`config.mk`:
```
export PLATFORM = sky130hd
export DESIGN_NAME = debounce_edge
export DESIGN_NICKNAME = d
export VERILOG_FILES = /design/src/rtl/debounce_pkg.sv /design/src/rtl/stable_counter.sv /design/src/rtl/debounce_edge.sv
export SDC_FILE = /design/constraint.sdc
export NUM_CORES = 1
export LEC_CHECK = 0
export ABC_AREA = 1
export ABC_CLOCK_PERIOD_IN_PS = 1800
export BUFFER_PORTS_ARGS = -buffer_cell sky130_fd_sc_hd__buf_2
export CORE_AREA = 10 10 47 49
export CTS_BUF_LIST = sky130_fd_sc_hd__clkbuf_4 sky130_fd_sc_hd__clkbuf_8
export DETAILED_ROUTE_END_ITERATION = 7
export DIE_AREA = 0 0 57 59
export MAX_ROUTING_LAYER = met4
export SLEW_MARGIN = 20
export SYNTH_ARGS = -nofsm -noshare
export SYNTH_HDL_FRONTEND = slang
export SYNTH_HIERARCHICAL = 1
export SYNTH_SLANG_ARGS = --single-unit
```
`constraint.sdc`:
```
create_clock -name clk -period 1.8 [get_ports clk]
set_input_delay 0.27 -clock clk [delete_from_list [all_inputs] [get_ports clk]]
set_output_delay 0.27 -clock clk [all_outputs]
set_load 0.01 [all_outputs]
```
`src/rtl/debounce_pkg.sv`:
```
// Shared types and constants for the debounce_edge block.
package debounce_pkg;

   typedef logic [1:0] deb_state_t;

   localparam deb_state_t S_LOW       = 2'd0;
   localparam deb_state_t S_WAIT_HIGH = 2'd1;
   localparam deb_state_t S_HIGH      = 2'd2;
   localparam deb_state_t S_WAIT_LOW  = 2'd3;

   localparam int unsigned EVENT_CNT_W = 8;

endpackage

```
`src/rtl/stable_counter.sv`:
```
// Stability counter for debounce_edge: clear, saturating increment, and a done
// flag raised when the count reaches STABLE_CYCLES-1.
module stable_counter #(
   parameter int unsigned STABLE_CYCLES = 4,
   parameter int unsigned CNT_W         = $clog2(STABLE_CYCLES) + 1
) (
   input  logic clk,
   input  logic reset,
   input  logic clr_i,
   input  logic inc_i,
   output logic done_o
);

   localparam logic [CNT_W-1:0] Last = CNT_W'(STABLE_CYCLES - 1);

   logic [CNT_W-1:0] cnt_q, cnt_d;

   always_comb begin
      cnt_d = cnt_q;
      if (clr_i) begin
         cnt_d = '0;
      end else if (inc_i && (cnt_q != Last)) begin
         cnt_d = cnt_q + CNT_W'(1);
      end
   end

   always_ff @(posedge clk) begin
      if (reset) begin
         cnt_q <= '0;
      end else begin
         cnt_q <= cnt_d;
      end
   end

   assign done_o = (cnt_q == Last);

endmodule

```
`src/rtl/debounce_edge.sv`:
```
// Debounces a synchronous level and emits registered one-cycle rise/fall pulses.
// Optional rise counter enabled by defining DEBOUNCE_EDGE_EVENT_CNT_EN.
module debounce_edge
   import debounce_pkg::*;
#(
   parameter int unsigned STABLE_CYCLES = 4,
   parameter int unsigned CNT_W         = $clog2(STABLE_CYCLES) + 1
) (
   input  logic                   clk,
   input  logic                   reset,
   input  logic                   d,
   output logic                   level,
   output logic                   rise,
   output logic                   fall,
   output logic [EVENT_CNT_W-1:0] event_cnt
);

   deb_state_t state_q, state_d;
   logic       level_q, level_d;
   logic       rise_q, rise_d;
   logic       fall_q, fall_d;
   logic       cnt_clr, cnt_inc, cnt_done;

   stable_counter #(
      .STABLE_CYCLES(STABLE_CYCLES),
      .CNT_W        (CNT_W)
   ) u_stable_counter (
      .clk   (clk),
      .reset (reset),
      .clr_i (cnt_clr),
      .inc_i (cnt_inc),
      .done_o(cnt_done)
   );

   // Entering a wait state increments from 0, so the first qualifying sample counts as 1.
   always_comb begin
      state_d = state_q;
      level_d = level_q;
      rise_d  = 1'b0;
      fall_d  = 1'b0;
      cnt_clr = 1'b0;
      cnt_inc = 1'b0;
      case (state_q)
         S_LOW: begin
            if (d) begin
               state_d = S_WAIT_HIGH;
               cnt_inc = 1'b1;
            end else begin
               cnt_clr = 1'b1;
            end
         end
         S_WAIT_HIGH: begin
            if (!d) begin
               state_d = S_LOW;
               cnt_clr = 1'b1;
            end else if (cnt_done) begin
               state_d = S_HIGH;
               level_d = 1'b1;
               rise_d  = 1'b1;
               cnt_clr = 1'b1;
            end else begin
               cnt_inc = 1'b1;
            end
         end
         S_HIGH: begin
            if (!d) begin
               state_d = S_WAIT_LOW;
               cnt_inc = 1'b1;
            end else begin
               cnt_clr = 1'b1;
            end
         end
         S_WAIT_LOW: begin
            if (d) begin
               state_d = S_HIGH;
               cnt_clr = 1'b1;
            end else if (cnt_done) begin
               state_d = S_LOW;
               level_d = 1'b0;
               fall_d  = 1'b1;
               cnt_clr = 1'b1;
            end else begin
               cnt_inc = 1'b1;
            end
         end
         default: begin
            state_d = S_LOW;
            level_d = 1'b0;
            cnt_clr = 1'b1;
         end
      endcase
   end

   always_ff @(posedge clk) begin
      if (reset) begin
         state_q <= S_LOW;
         level_q <= 1'b0;
         rise_q  <= 1'b0;
         fall_q  <= 1'b0;
      end else begin
         state_q <= state_d;
         level_q <= level_d;
         rise_q  <= rise_d;
         fall_q  <= fall_d;
      end
   end

   assign level = level_q;
   assign rise  = rise_q;
   assign fall  = fall_q;

`ifdef DEBOUNCE_EDGE_EVENT_CNT_EN
   logic [EVENT_CNT_W-1:0] event_cnt_q;

   always_ff @(posedge clk) begin
      if (reset) begin
         event_cnt_q <= '0;
      end else if (rise_d) begin
         event_cnt_q <= event_cnt_q + EVENT_CNT_W'(1);
      end
   end

   assign event_cnt = event_cnt_q;
`else
   assign event_cnt = '0;
`endif

endmodule

```
==> results_dict.tcl <==
set metrics [dict create \
    outcome "finished, final reports clean" \
    drv_cap 0 \
    postSynthAreaPerCell_um2 7.13 \
    irDropWorstVdd_mv 0.197 \
    min_path_type "input pin to flip-flop" \
    power.leakage_uw 0.000248 \
    synthTopCellsByArea "dfxtp_1 (38%), buf_4 (14%), nor2_1 (9.8%)" \
    wl_per_cell_um 9.40 \
    grt_pass1_wl_um 1220 \
    final_area_um2 454 \
    ff2ff_path_depth 9 \
    cp_cell_sequence "ha_1, ha_1, nand2_1, nand3_2, inv_1, inv_2, nor2_2, nor2_1, nor2_1" \
    arrival_ns 1.69 \
    diodes 0 \
    synth_top_area_share_pct 38.1 \
    ys_types 13 \
    grt_max_degree 7 \
    synth_area_um2 420 \
    portBuffers 5 \
    final_nets 73 \
    critical_path.reg2reg.endpoint "u_stable_counter/cnt_q[0]" \
    power_per_cell_area_nw_per_um2 793 \
    grtUsageMet3_pct 2.15 \
    fill_cells 163 \
    antenna_found_initial 0 \
    grtUsageTotal_pct 5.02 \
    setup_viol 0 \
    fp.coreArea_um2 1400 \
    ios 14 \
    use_met1_pct 3.80 \
    synth_top_area_cell "dfxtp_1" \
    critPathMaxFanout 4 \
    cts_max_level 1 \
    crit_buf_inv 2 \
    rows 14 \
    setup_ws_ns 0.308 \
    drc 0 \
    grt-ovfl-total 0 \
    cts_buffer_depth 2 \
    cts_setup_buffers 0 \
    synth_seq_cells 8 \
    cts_tree "done" \
    post-dp-hpwl_um 626 \
    cp-endpoint "u_stable_counter/cnt_q[0]" \
    hold_buffers 0 \
    postPlaceCellArea_um2 432 \
    critical_path_required_ns 2.00 \
    dpl_worst_slack_ns 0.299 \
    die_w_um 57 \
    yosysSeqAreaShare_pct 38.1 \
    drt_first_pass_iters 4 \
    hold_violations 0 \
    end_kind "flip-flop" \
    max_freq_ghz 0.670 \
    drt_iter0_drc 11 \
    grt_pass1_vias 310 \
    path_class "flip-flop to flip-flop" \
    clock_sinks 8 \
    fp.dieH_um 59 \
    cp_slowest_cell "dfxtp_1" \
    drive_above_1_share_pct 21.2 \
    place.gp.congestion 0.798 \
    initial_core_util_pct 30.0 \
    startpoint "u_stable_counter/cnt_q[0]" \
    worst_setup_path_start_kind "flip-flop" \
    slew_violations 0 \
    clock-skew-final_ns 0.00567 \
    fin_setup_tns_ns 0 \
    postRouteAntennaNets 0 \
    use_met2_pct 7.75 \
    slowest_delay_ns 0.32 \
    clockRootBuffer "clkbuf_4" \
    ys_warn_count 6 \
    crit_family "simple AND/OR/NAND/NOR gates" \
    cp.depth 9 \
    routed_via_density 3.93 \
    via_count 322 \
    post_cts_resized 0 \
    synth_cells 59 \
    cts_buffers 3 \
    busiest_layer "met2" \
    die-area_um2 3360 \
    p_total_uw 360 \
    synthToLayoutAreaGrowth_pct 8.04 \
    min_period_ns 1.49 \
    rsz0062_at_grt "false" \
    clk_latency_ns 0.26 \
    path_clk_slew_ns 0.06 \
    period_share_pct 82.9 \
    r2r_start "u_stable_counter/cnt_q[0]" \
    regToRegSetupSlack_ns 0.31 \
    wl_um 771 \
]
synthesized netlist by cell type (all sizes together):
cell   number
nor2       13
inv        10
nand2      10
buf         8
dfxtp       8
nand3       6
ha          2
a21oi       1
conb        1
cell families after synthesis:
group	count (synthesis)	synth area share [%]
simple gates	29	30.7
compound gates	1	1.19
buf+inv	18	23.2
other cells	1	0.892
flops	8	38.1
fa+ha+maj	2	5.95
area by class of cell:
class	instances	area [um2]	area share, %
clock buffer	3	22.5	4.96
tap	16	20.0	4.41
inverter	10	37.5	8.26
sequential	8	160	35.3
multi-input combinational	40	189	41.6
timing repair buffer	5	25.0	5.51
through the flow:
stage,instances,util (%),hold WS [ns]
5_1_grt,82,32.4,0.242
2_1_floorplan,66,-,0.337
3_5_place_dp,79,30.8,0.481
6_report,82,32.4,0.245
4_1_cts,82,32.4,0.230
3_3_place_gp,79,30.8,0.464
power by group:
group	switching (uW)	total (uW)	leakage, uW	internal [uW]
logic	24.2	34.1	0.000170	9.88
registers	2.50	184	0.0000651	182
clock network	65.2	142	0.0000138	76.6
metal layers:
layer | vias up | share of wire, % | wire length, um
met5 | - | 0 | 0
met1 | 137 | 39 | 302
li1 | 173 | - | -
met4 | 0 | 4.7 | 36
met2 | 8 | 52 | 404
met3 | 4 | 3.6 | 28
cells in the final DEF, fill, tap and decap left out:
| cell type | instances |
|---|---|
| nor2_1 | 11 |
| nand2_1 | 9 |
| nand2_2 | 1 |
| inv_1 | 8 |
| conb_1 | 8 |
| nor2_2 | 2 |
| nand3_2 | 1 |
| inv_2 | 2 |
| nand3_1 | 5 |
| buf_2 | 5 |
| clkbuf_4 | 3 |
| dfxtp_1 | 8 |
| a21oi_1 | 1 |
| ha_1 | 2 |
how the worst min path moves through the flow:
stage,endpoint,slack (ns),cells after the start,startpoint
2_1_floorplan,state_q[0],0.34,1,reset
3_3_place_gp,u_stable_counter/cnt_q[2],0.46,2,u_stable_counter/cnt_q[2]
3_5_place_dp,flip-flop,0.48,2,state_q[0]
4_1_cts,state_q[0],0.23,2,reset
5_1_grt,state_q[0],0.24,2,reset
6_report,state_q[0],0.25,2,reset
No activity file was read; power rests on OpenSTA's default activity.
